<file path="config.mk">
export PLATFORM = sky130hd
export DESIGN_NAME = pll_power_sequencer
export DESIGN_NICKNAME = d
export VERILOG_FILES = /design/src/rtl/pll_power_sequencer.sv
export SDC_FILE = /design/constraint.sdc
export NUM_CORES = 1
export LEC_CHECK = 0
export ABC_AREA = 1
export CAP_MARGIN = 20
export CELL_PAD_IN_SITES_DETAIL_PLACEMENT = 1
export CELL_PAD_IN_SITES_GLOBAL_PLACEMENT = 2
export CORE_ASPECT_RATIO = 0.75
export CORE_MARGIN = 1.5
export CORE_UTILIZATION = 33
export CTS_CLUSTER_SIZE = 24
export DETAILED_ROUTE_END_ITERATION = 16
export GPL_TIMING_DRIVEN = 0
export PLACE_DENSITY_LB_ADDON = 0.2
export RECOVER_POWER = 100
export SETUP_SLACK_MARGIN = 0.2
export SLEW_MARGIN = 15
export SYNTH_ARGS = -nofsm -noshare
export SYNTH_HDL_FRONTEND = slang
export SYNTH_SLANG_ARGS = --single-unit
</file>
<file path="constraint.sdc">
create_clock -name osc_clock_in -period 0.95 [get_ports osc_clock_in]
set_input_delay 0.19 -clock osc_clock_in [delete_from_list [all_inputs] [get_ports osc_clock_in]]
set_output_delay 0.19 -clock osc_clock_in [all_outputs]
set_load 0.01 [all_outputs]
</file>
<file path="src/rtl/pll_power_sequencer.sv">
// PLL power sequencer: keeps the DCS on spi_clock whenever the PLL may be unstable,
// powers the PLL down/up on request and recovers from lock loss or lock timeout.
module pll_power_sequencer #(
    parameter int unsigned SWITCH_CYCLES = 8,
    parameter int unsigned SETTLE_CYCLES = 64,
    parameter int unsigned LOCK_TIMEOUT  = 4096
) (
    input  logic       osc_clock_in,
    input  logic       pll_reset,
    input  logic       powerdown_req_in,
    input  logic       read_req_in,
    input  logic       pll_locked_in,
    output logic       pllpowerdown_n_out,
    output logic       clock_select_out,
    output logic       ready_out,
    output logic       lock_error_out,
    output logic [2:0] state_out
);

    localparam int unsigned MAX_AB  = (SWITCH_CYCLES > SETTLE_CYCLES) ? SWITCH_CYCLES : SETTLE_CYCLES;
    localparam int unsigned MAX_CYC = (MAX_AB > LOCK_TIMEOUT) ? MAX_AB : LOCK_TIMEOUT;
    localparam int unsigned CNT_W   = $clog2(MAX_CYC + 1);

    localparam logic [CNT_W-1:0] SWITCH_LAST  = CNT_W'(SWITCH_CYCLES - 1);
    localparam logic [CNT_W-1:0] SETTLE_LAST  = CNT_W'(SETTLE_CYCLES - 1);
    localparam logic [CNT_W-1:0] TIMEOUT_LAST = CNT_W'(LOCK_TIMEOUT - 1);
    localparam logic [CNT_W-1:0] CNT_MAX      = {CNT_W{1'b1}};

    typedef enum logic [2:0] {
        RUN           = 3'd0,
        SWITCH_TO_SPI = 3'd1,
        SPI_HOLD      = 3'd2,
        POWER_DOWN    = 3'd3,
        OFF           = 3'd4,
        POWER_UP      = 3'd5,
        LOCK_SETTLE   = 3'd6,
        SWITCH_BACK   = 3'd7
    } state_e;

    // Reset asserts immediately, releases on the second clock edge after pll_reset drops.
    logic rst_meta_q, rst_q;
    always_ff @(posedge osc_clock_in or posedge pll_reset) begin
        if (pll_reset) begin
            rst_meta_q <= 1'b1;
            rst_q      <= 1'b1;
        end else begin
            rst_meta_q <= 1'b0;
            rst_q      <= rst_meta_q;
        end
    end

    logic pd_meta_q, pd_q, rd_meta_q, rd_q, lk_meta_q, lk_q;
    always_ff @(posedge osc_clock_in or posedge rst_q) begin
        if (rst_q) begin
            pd_meta_q <= 1'b0;
            pd_q      <= 1'b0;
            rd_meta_q <= 1'b0;
            rd_q      <= 1'b0;
            lk_meta_q <= 1'b0;
            lk_q      <= 1'b0;
        end else begin
            pd_meta_q <= powerdown_req_in;
            pd_q      <= pd_meta_q;
            rd_meta_q <= read_req_in;
            rd_q      <= rd_meta_q;
            lk_meta_q <= pll_locked_in;
            lk_q      <= lk_meta_q;
        end
    end

    state_e           state_q, state_d;
    logic [CNT_W-1:0] cnt_q, cnt_d;
    logic             pllpowerdown_n_q, pllpowerdown_n_d;
    logic             clock_select_q, clock_select_d;
    logic             ready_q, ready_d;
    logic             lock_error_q, lock_error_d;

    always_ff @(posedge osc_clock_in or posedge rst_q) begin
        if (rst_q) begin
            state_q          <= POWER_UP;
            cnt_q            <= '0;
            pllpowerdown_n_q <= 1'b1;
            clock_select_q   <= 1'b1;
            ready_q          <= 1'b0;
            lock_error_q     <= 1'b0;
        end else begin
            state_q          <= state_d;
            cnt_q            <= cnt_d;
            pllpowerdown_n_q <= pllpowerdown_n_d;
            clock_select_q   <= clock_select_d;
            ready_q          <= ready_d;
            lock_error_q     <= lock_error_d;
        end
    end

    always_comb begin
        state_d      = state_q;
        lock_error_d = lock_error_q;

        unique case (state_q)
            RUN: begin
                if (pd_q || rd_q)  state_d = SWITCH_TO_SPI;
                else if (!lk_q)    state_d = POWER_UP;
            end
            SWITCH_TO_SPI: begin
                if (cnt_q >= SWITCH_LAST) state_d = pd_q ? POWER_DOWN : SPI_HOLD;
            end
            SPI_HOLD: begin
                if (pd_q)          state_d = POWER_DOWN;
                else if (!rd_q)    state_d = SWITCH_BACK;
            end
            POWER_DOWN: state_d = OFF;
            OFF: begin
                if (!pd_q)         state_d = POWER_UP;
            end
            POWER_UP: begin
                if (pd_q) begin
                    state_d = POWER_DOWN;
                end else if (lk_q) begin
                    state_d = LOCK_SETTLE;
                end else if (cnt_q >= TIMEOUT_LAST) begin
                    lock_error_d = 1'b1;
                    state_d      = POWER_DOWN;
                end
            end
            LOCK_SETTLE: begin
                if (pd_q) begin
                    state_d = POWER_DOWN;
                end else if (!lk_q) begin
                    state_d = POWER_UP;
                end else if (cnt_q >= SETTLE_LAST) begin
                    lock_error_d = 1'b0;
                    state_d      = rd_q ? SPI_HOLD : SWITCH_BACK;
                end
            end
            SWITCH_BACK: begin
                if (pd_q || rd_q)               state_d = SWITCH_TO_SPI;
                else if (cnt_q >= SWITCH_LAST)  state_d = RUN;
            end
            default: state_d = POWER_UP;
        endcase

        // Shared counter restarts on every transition and saturates instead of wrapping.
        if (state_d != state_q)      cnt_d = '0;
        else if (cnt_q == CNT_MAX)   cnt_d = cnt_q;
        else                         cnt_d = cnt_q + CNT_W'(1);

        // Outputs are decoded from the next state so their flops track state_q exactly.
        pllpowerdown_n_d = !((state_d == POWER_DOWN) || (state_d == OFF));
        clock_select_d   = !((state_d == RUN) || (state_d == SWITCH_BACK));
        ready_d          = (state_d == RUN);
    end

    assign pllpowerdown_n_out = pllpowerdown_n_q;
    assign clock_select_out   = clock_select_q;
    assign ready_out          = ready_q;
    assign lock_error_out     = lock_error_q;
    assign state_out          = 3'(state_q);

endmodule

</file>
### After elaboration in Yosys (flattened, before gate mapping)

Index checks and enable logic that the tools add are counted.

| word-level totals | value |
|---|---|
| flip-flop bits (word level) | 28 |
| input port bits | 5 |
| output and inout bits | 7 |
| logic and storage cells | 72 |

| operators by class | value |
|---|---|
| add/sub/neg operators | 1 |
| order comparisons | 3 |
| eq/ne operators | 19 |
| mux-type cells | 26 |
| reductions and logical operators | 9 |

Operator list:

| operator | number |
|---|---|
| 3-bit 2-to-1 mux | 15 |
| 13-bit 2-to-1 mux | 2 |
| 3-bit case mux with 8 select lines | 1 |
| 3-bit equality test, second input constant | 6 |
| 2-bit inequality test, second input constant | 7 |
| 13-bit by 1-bit adder with 13-bit output, second input constant | 1 |
| 13-bit equality test, second input constant | 1 |
| 13-bit by 12-bit greater-or-equal comparator with 1-bit output, second input constant | 1 |
| 13-bit by 3-bit greater-or-equal comparator with 1-bit output, second input constant | 1 |
| 13-bit by 6-bit greater-or-equal comparator with 1-bit output, second input constant | 1 |
| 3-bit by 2-bit equality test with 1-bit output, second input constant | 3 |
| 1-bit 2-to-1 mux | 7 |
| 7-bit AND reduction | 1 |
| 3-bit logical NOT | 2 |
| 3-bit by 1-bit equality test with 1-bit output, second input constant | 1 |
| 1-bit logical OR | 3 |
| 3-bit inequality test | 1 |
| 1-bit logical NOT | 2 |
| 1-bit case mux with 2 select lines | 1 |
| 2-bit nonzero test | 1 |

### Longest topological paths before layout

Gate-level depths: netlist (run 1).

| depth | value |
|---|---|
| word-level depth | 8 |
| gate-level depth with buffers | 17 |
| mapped depth without buffers | 15 |

### Worst setup path before layout (run 1)

Ideal clock, no wire load.

| path | value |
|---|---|
| kind | register to register |
| start point | reg cnt_q[0] |
| end point | reg cnt_q[3] |
| setup time | 128 ps |
| arrival time | 1764 ps |
| data required time | 822 ps |
| setup slack | -942 ps |
| stages on the path, launching flop included | 17 |
| path buffers | 1 |
| clock period less this slack | 1892 ps |
| cells stage by stage | dfrtp_1 ha_1 nand2_2 nand3b_1 nor2_1 nand3_1 nand2_1 nor2_1 nand2_1 nand2_2 nand2_1 nand2_1 nand2_1 clkinv_1 nand3_2 buf_6 nor2_4 |

| between the ends | value |
|---|---|
| longest elaborated chain between the ends | 7 |
| elaborated cells between the ends (all ways) | 19 |
| those cells by class | 1 x add/sub; 3 x order compare; 3 x eq/ne; 12 x mux |

Ends and longest elaborated chain:

| what | line | RTL |
|---|---|---|
| from (decl) | 72 | `logic [CNT_W-1:0] cnt_q, cnt_d;` |
| from (signal assigned) | 88 | `cnt_q <= cnt_d;` |
| 13-bit by 6-bit greater-or-equal comparator with 1-bit output or 13-bit by 12-bit greater-or-equal comparator with 1-bit output (tied branches) | 131, 121 |  |
| 3-bit 2-to-1 mux, on equally long branches | 131, 121 |  |
| 3-bit 2-to-1 mux, on equally long branches | 129, 119 |  |
| 3-bit 2-to-1 mux, on equally long branches | 127, 117 |  |
| 3-bit case mux with 8 select lines | 100 | `unique case (state_q)` |
| 3-bit inequality test | 144 | `if (state_d != state_q) cnt_d = '0;` |
| 2-bit inequality test (no line) or 13-bit 2-to-1 mux (tied branches) | - |  |

Several ways; a longest one is shown, not always the timed one. The select of a mux whose other input is x is not followed.
A chain may end at the register's enable or synchronous reset.

### Final worst setup path (run 1)

| path | value |
|---|---|
| start point | reg cnt_q[0] |
| end point | reg cnt_q[1] |

The elaborated chain is that of the path after synthesis.

==> run_results.csv, run 1 <==
group,metric,value,unit
worst_hold_path,holdCritPathClass,"flop to async pin",
global_route,grt_antenna_before_repair,0,
critical_path,critPathKind,"flop to flop",
routing,ant_nets,0,
routing,finalWirelength,4.501,mm
final_layout,layout.cells.non_filler,316,
timing,fin_crit,2.082,ns
timing,rsz0062_at_grt,"true",
critical_path,crit_arrival,2.25,ns
final_layout,finalNetCount,263,
placed_design,pre_cts_ws,-1.199,ns
global_route,grt_overflow,0,
run,maxCapViolCount,0,
yosys,ys_ff_latch,28,
routing,avgRoutedWirePerCell,14.24,um
final_layout,syn2layout_area_growth,33.46,%
clocking,clockBufferDepth,2,
routing,drcViolationCount,0,
clocking,clk_latency,0.28,ns
yosys,yosysUniqueCellTypes,28,
yosys,syn_avg_cell_area,7.462,um^2
yosys,synthCells,220,
critical_path,rrSetupSlack,-1.13,ns
die,start_util,33.88,%
die,num_io_pins,12,
routing,first_pass_iters,4,
die,die_width,84.44,um
placed_design,place_congestion,0.8383,
final_layout,fillCellCount,615,
placed_design,hpwl,3.050,mm
placed_design,dp.cells,291,
timing,finalHoldViolCount,0,
critical_path,r2r_end,"cnt_q[1]",
pwr,fin_total_pwr,5.832,mW
timing,max_freq,480.3,MHz
final_layout,n_antenna_cell,0,
critical_path,crit_fanout,5,
routing,viasPerCell,4.807,
yosys,syn-cell-area,1642,um^2
die,die_h,64.08,um
die,std_cell_rows,22,
routing,vias,1519,
timing,slew_viol_final,0,
critical_path,critPathLaunchType,"flop",
clocking,clkSinkCount,28,
timing,skew,0.01351,ns
final_layout,drive_gt1_share,35.55,%
timing,setup_viol,27,
die,core_area,4845,um^2
global_route,grt_pass1_vias,1545,
global_route,grt_pass1_wl,7.445,mm
yosys,syn-num-nets,226,
clocking,htree_num_levels,1,
final_layout,fin_util,45.22,%
clocking,cts_tree,"yes",
routing,dr.first_iter.drc_count,61,
timing,finalWorstSetupSlack,-1.132,ns
run_status,violations,"setup timing",
critical_path,rr_worst_depth,16,
pwr,power_density,2662,nW/um^2
critical_path,reg2reg_from,"cnt_q[0]",
pwr,p_leak,1.041,nW
pwr,ir_worst_vdd,1.214,mV
timing,whs,0.2448,ns
run_status,status,"finished with violations",
yosys,yosysSeqAreaShare,43.14,%
timing,min_period_over_period,219.2,%
clocking,cts-root-buf,"clkbuf_8",
clocking,clkTransAtPathRegs,0.10,ns
die,design.die.area,5411,um^2
global_route,grt_use_total,17.35,%
critical_path,end_kind,"flop",
critical_path,cp.required,1.11,ns
global_route,grt_max_degree,27,
placed_design,io_buffers,11,
yosys,yosys_warnings,0,
clocking,cts_buffers,3,
worst max-delay path by stage:
stage | start | to | slack (ns) | cells past startpoint
after floorplan | cnt_q[1] | cnt_q[3] | -0.87 | 14
after global placement | cnt_q[0] | cnt_q[2] | -1.19 | 14
after detailed placement | cnt_q[1] | cnt_q[2] | -1.20 | 14
after CTS | cnt_q[0] | cnt_q[2] | -1.11 | 15
after global routing | cnt_q[0] | cnt_q[2] | -1.32 | 14
final | cnt_q[0] | cnt_q[1] | -1.13 | 16
final cells by class:
class	count	area [um^2]	area share, %
Buffer	2	25.02	1.142
Clock buffer	3	41.29	1.885
Clock inverter	1	30.03	1.371
Inverter	29	116.4	5.311
Multi-Input combinational cell	161	887.1	40.49
Sequential cell	28	709.4	32.38
Tap cell	60	75.07	3.427
Timing Repair Buffer	31	299.0	13.65
Timing Repair inverter	1	7.507	0.3427
worst max-delay path, cell delays in order (launching register included):
cell      delay, ns
dfrtp_1        0.42
ha_2           0.21
nand2_2        0.10
nand3b_1       0.13
nor2_4         0.18
nand3_1        0.10
nand2_1        0.08
nor2_1         0.05
nand2_1        0.09
nand2_2        0.06
nand2_1        0.05
nand2_1        0.05
nand2_1        0.07
clkinv_2       0.07
nand3_4        0.12
buf_12         0.15
nor2_2         0.03
cells by family (layout without fill, tap and decap cells):
| group | Yosys count | after routing | share of synthesized area, % |
|---|---|---|---|
| AOI/OAI and AO/OA | 17 | 17 | 5.488 |
| buffers and inverters | 31 | 67 | 7.622 |
| muxes | 1 | 1 | 0.6098 |
| xor gates and xnor gates | 4 | 4 | 2.134 |
| other | 1 | 1 | 0.2284 |
| and+or+nand+nor | 137 | 137 | 40.01 |
| DFF | 28 | 28 | 43.14 |
| adders and majority gates | 1 | 1 | 0.7621 |
layer usage:
metal,GRT usage (%),vias up,routed length (um)
li1,-,758,-
met4,1.815,0,8
met2,28.70,20,2033
met1,24.52,739,2266
met3,3.359,2,192
met5,0,-,0
state kept, by name (all words and copies together), names as in the netlist:
| signal | flops |
|---|---|
| lock_error_out | 1 |
| clock_select_out | 1 |
| pd_q | 1 |
| rd_meta_q | 1 |
| ready_out | 1 |
| rst_meta_q | 1 |
| pllpowerdown_n_out | 1 |
| lk_meta_q | 1 |
| lk_q | 1 |
| rst_q | 1 |
| rd_q | 1 |
| cnt_q | 13 |
| pd_meta_q | 1 |
| state_out | 3 |
through the flow:
| step | TNS [ns] | instance area, um^2 |
|---|---|---|
| 2_1_floorplan | -14.82 | 1670 |
| 3_3_place_gp | -22.34 | 1856 |
| 3_5_place_dp | -22.50 | 1856 |
| 5_1_grt | -25.34 | 2191 |
| 6_report | -21.43 | 2191 |
| 4_1_cts | -20.72 | 2086 |
synthesized netlist by cell type (all sizes together):
library cell / instances / area [um^2]
xor2: 4 / 35.03
o22ai: 1 / 6.260
o21ai: 11 / 55.05
buf: 2 / 16.26
ha: 1 / 12.51
nor2: 45 / 221.5
inv: 27 / 101.4
nand2: 64 / 252.7
mux2i: 1 / 10.01
nand3b: 1 / 7.510
nand4: 4 / 25.02
nor3: 2 / 15.01
conb: 1 / 3.750
clkinv: 2 / 7.510
o211ai: 1 / 7.510
a21oi: 3 / 15.01
dfrtp: 22 / 550.5
dfstp: 6 / 157.7
nand3: 21 / 135.1
a31oi: 1 / 6.260
where the power goes:
| part | internal [mW] | switching [mW] |
|---|---|---|
| Clock | 0.564 | 0.379 |
| Sequential | 1.42 | 0.127 |
| Combinational | 1.49 | 1.85 |
| Total | 3.48 | 2.35 |
placed cells by master, fill, tap and decap left out, types with 6 or more instances in the layout:
cell and count:
inv_1 19, dfrtp_1 21, nor2_1 26, nand2_1 53
dfstp_2 6, buf_6 11, nor2_2 14, inv_2 6
nand3_1 13, nand2_2 10, o21ai_0 10, buf_4 13
repair_timing:
item	CTS	global route
resized for setup	48	11
endpoints found under the setup margin	27	42
pin swaps	14	9
gates cloned	1	1
hold buffers	0	0
setup buffers	11	8
No activity file was read; power rests on OpenSTA's default activity.
==> run 2, diff against run 1 <==
--- a/config.mk
+++ b/config.mk
@@ -10,7 +10,7 @@
 export CELL_PAD_IN_SITES_DETAIL_PLACEMENT = 1
 export CELL_PAD_IN_SITES_GLOBAL_PLACEMENT = 2
 export CORE_ASPECT_RATIO = 0.75
-export CORE_MARGIN = 1.5
+export CORE_MARGIN = 2
 export CORE_UTILIZATION = 33
 export CTS_CLUSTER_SIZE = 24
 export DETAILED_ROUTE_END_ITERATION = 16
==> run 2 against run 1 <==
Effect of this change:
- register-to-register slack about the same
- via count is 3.0% higher
- first-iteration DRC count down 23%
- non-clock buffer count grew 10
- sequential power about the same
- clock power up 2%
- power grew 12%
- sequential share of layout area fell by 2.0 points
- critical endpoint is now cnt_q[2]
- the run still ends with setup timing left
==> run_results.csv, run 2 (synthesized netlist as in run 1, its figures left out) <==
group,metric,value,unit
timing,finalWorstSetupSlack,-1.129,ns
die,core_area,4845,um^2
global_route,grt_antenna_before_repair,0,
timing,skew,0.01433,ns
die,die_h,65.08,um
timing,max_freq,481.1,MHz
final_layout,drive_gt1_share,40.60,%
clocking,htree_num_levels,1,
global_route,grt_pass1_vias,1541,
critical_path,slowest_stage,"dfrtp_1",
routing,viasPerCell,4.801,
final_layout,layout.cells.non_filler,326,
timing,finalHoldViolCount,0,
final_layout,n_antenna_cell,0,
critical_path,critPathLaunchType,"flop",
timing,slew_viol_final,0,
pwr,ir_worst_vdd,1.497,mV
critical_path,rrSetupSlack,-1.13,ns
clocking,clkTransAtPathRegs,0.11,ns
clocking,clockBufferDepth,2,
timing,setup_viol,27,
placed_design,hpwl,2.983,mm
run_status,violations,"setup timing",
final_layout,largest_register_ffs,13,
die,std_cell_rows,22,
final_layout,layout_commonest_cell,"nand2_1",
critical_path,max_stage_delay,0.42,ns
routing,finalWirelength,4.579,mm
global_route,grt_pass1_wl,7.417,mm
worst_hold_path,holdCritPathClass,"flop to async pin",
critical_path,cp.required,1.11,ns
placed_design,pre_cts_ws,-1.179,ns
final_layout,syn2layout_area_growth,42.61,%
final_layout,layout_common_cells,"nand2_1, nor2_1, dfrtp_1, buf_4, inv_1",
die,num_io_pins,12,
routing,first_pass_iters,4,
final_layout,fillCellCount,590,
critical_path,cp_cell_sequence,"ha_2, nand2_2, nand3b_1, nor2_4, nand2_1, nor2_2, nor2_2, nand3_1, nand2_2, nand2_1, nand3_2, nand3_4, buf_12, nor2_4",
clocking,cts_buffers,3,
timing,rsz0062_at_grt,"true",
placed_design,place_congestion,0.7671,
die,start_util,33.88,%
run,maxCapViolCount,0,
routing,vias,1565,
critical_path,crit_fanout,5,
placed_design,io_buffers,11,
clocking,clkSinkCount,28,
pwr,power_density,2779,nW/um^2
routing,avgRoutedWirePerCell,14.05,um
placed_design,placed_area,1856,um^2
die,design.die.area,5560,um^2
final_layout,finalNetCount,273,
placed_design,dp.cells,291,
timing,fin_crit,2.079,ns
run_status,status,"finished with violations",
critical_path,crit_arrival,2.24,ns
routing,dr.first_iter.drc_count,47,
routing,drcViolationCount,0,
clocking,cts-root-buf,"clkbuf_8",
clocking,cts_tree,"yes",
final_layout,regMostFlops,"cnt_q",
critical_path,critPathKind,"flop to flop",
final_layout,final_area,2341,um^2
critical_path,end_kind,"flop",
pwr,fin_total_pwr,6.506,mW
global_route,grt_use_total,17.15,%
routing,ant_nets,0,
clocking,clk_latency,0.28,ns
timing,min_period_over_period,218.8,%
die,die_width,85.44,um
global_route,grt_overflow,0,
pwr,p_leak,1.110,nW
clocking,holdBufCountCts,0,
global_route,grt_max_degree,27,
## run 2: path summary, 6_finish.rpt
path,start,endpoint,cells after the start
max in group asynchronous,rst_q,clock_select_out,1
max reg2reg,cnt_q[0],cnt_q[2],14
min in group osc_clock_in,rd_meta_q,rd_q,0
min,rst_q,cnt_q[9],1
min reg2reg,rst_q,cnt_q[9],1
max,cnt_q[0],cnt_q[2],14
## run 2: what timing repair did
| item | CTS | global route |
|---|---|---|
| pin swaps | 22 | 18 |
| gates cloned | 1 | 1 |
| buffers inserted | 19 | 10 |
| endpoints found under the setup margin | 27 | 41 |
| gates resized for setup | 54 | 24 |
## run 2: per-stage QoR
step	hold slack, ns	utilization (%)	TNS, ns
5_1_grt	0.2850	48.32	-25.31
2_1_floorplan	0.1015	-	-14.82
6_report	0.2490	48.32	-22.16
4_1_cts	0.2277	44.83	-21.37
3_5_place_dp	0.3363	38.30	-22.20
3_3_place_gp	0.3355	38.30	-22.31
## run 2: cell type report
class                   instances  area, um^2  area share [%]
well taps                      60       75.07           3.207
flip-flops and latches         28       710.7           30.36
clock inverters                 1       30.03           1.283
inverters                      29       113.9           4.864
multi-input cells             161       958.4           40.94
repair buffers                 41       379.1           16.19
repair inverters                1       7.507          0.3207
plain buffers                   2       25.02           1.069
clock buffers                   3       41.29           1.764
## run 2: worst max-delay path: cells and delay by family, from the launching register on
kind / cells / cell delay [ns]
adder cells (fa/ha/maj): 1 / 0.19
flip-flops: 1 / 0.42
buffers and inverters: 1 / 0.15
AND/OR/NAND/NOR: 12 / 1.18
## run 2: routing by layer
layer,part of all wire [%],track usage (%),wire [um]
met1,52,25.04,2401
met2,45,26.66,2047
met3,2.3,3.312,105
met4,0.55,2.976,25
met5,0,0,0
## run 2: where the power goes
group | leakage, nW | internal, mW | switching (mW) | total (mW)
sequential | 0.351 | 1.42 | 0.119 | 1.54
clock | 0.0357 | 0.565 | 0.395 | 0.959
combinational | 0.723 | 1.91 | 2.10 | 4.01
total | 1.11 | 3.89 | 2.61 | 6.51
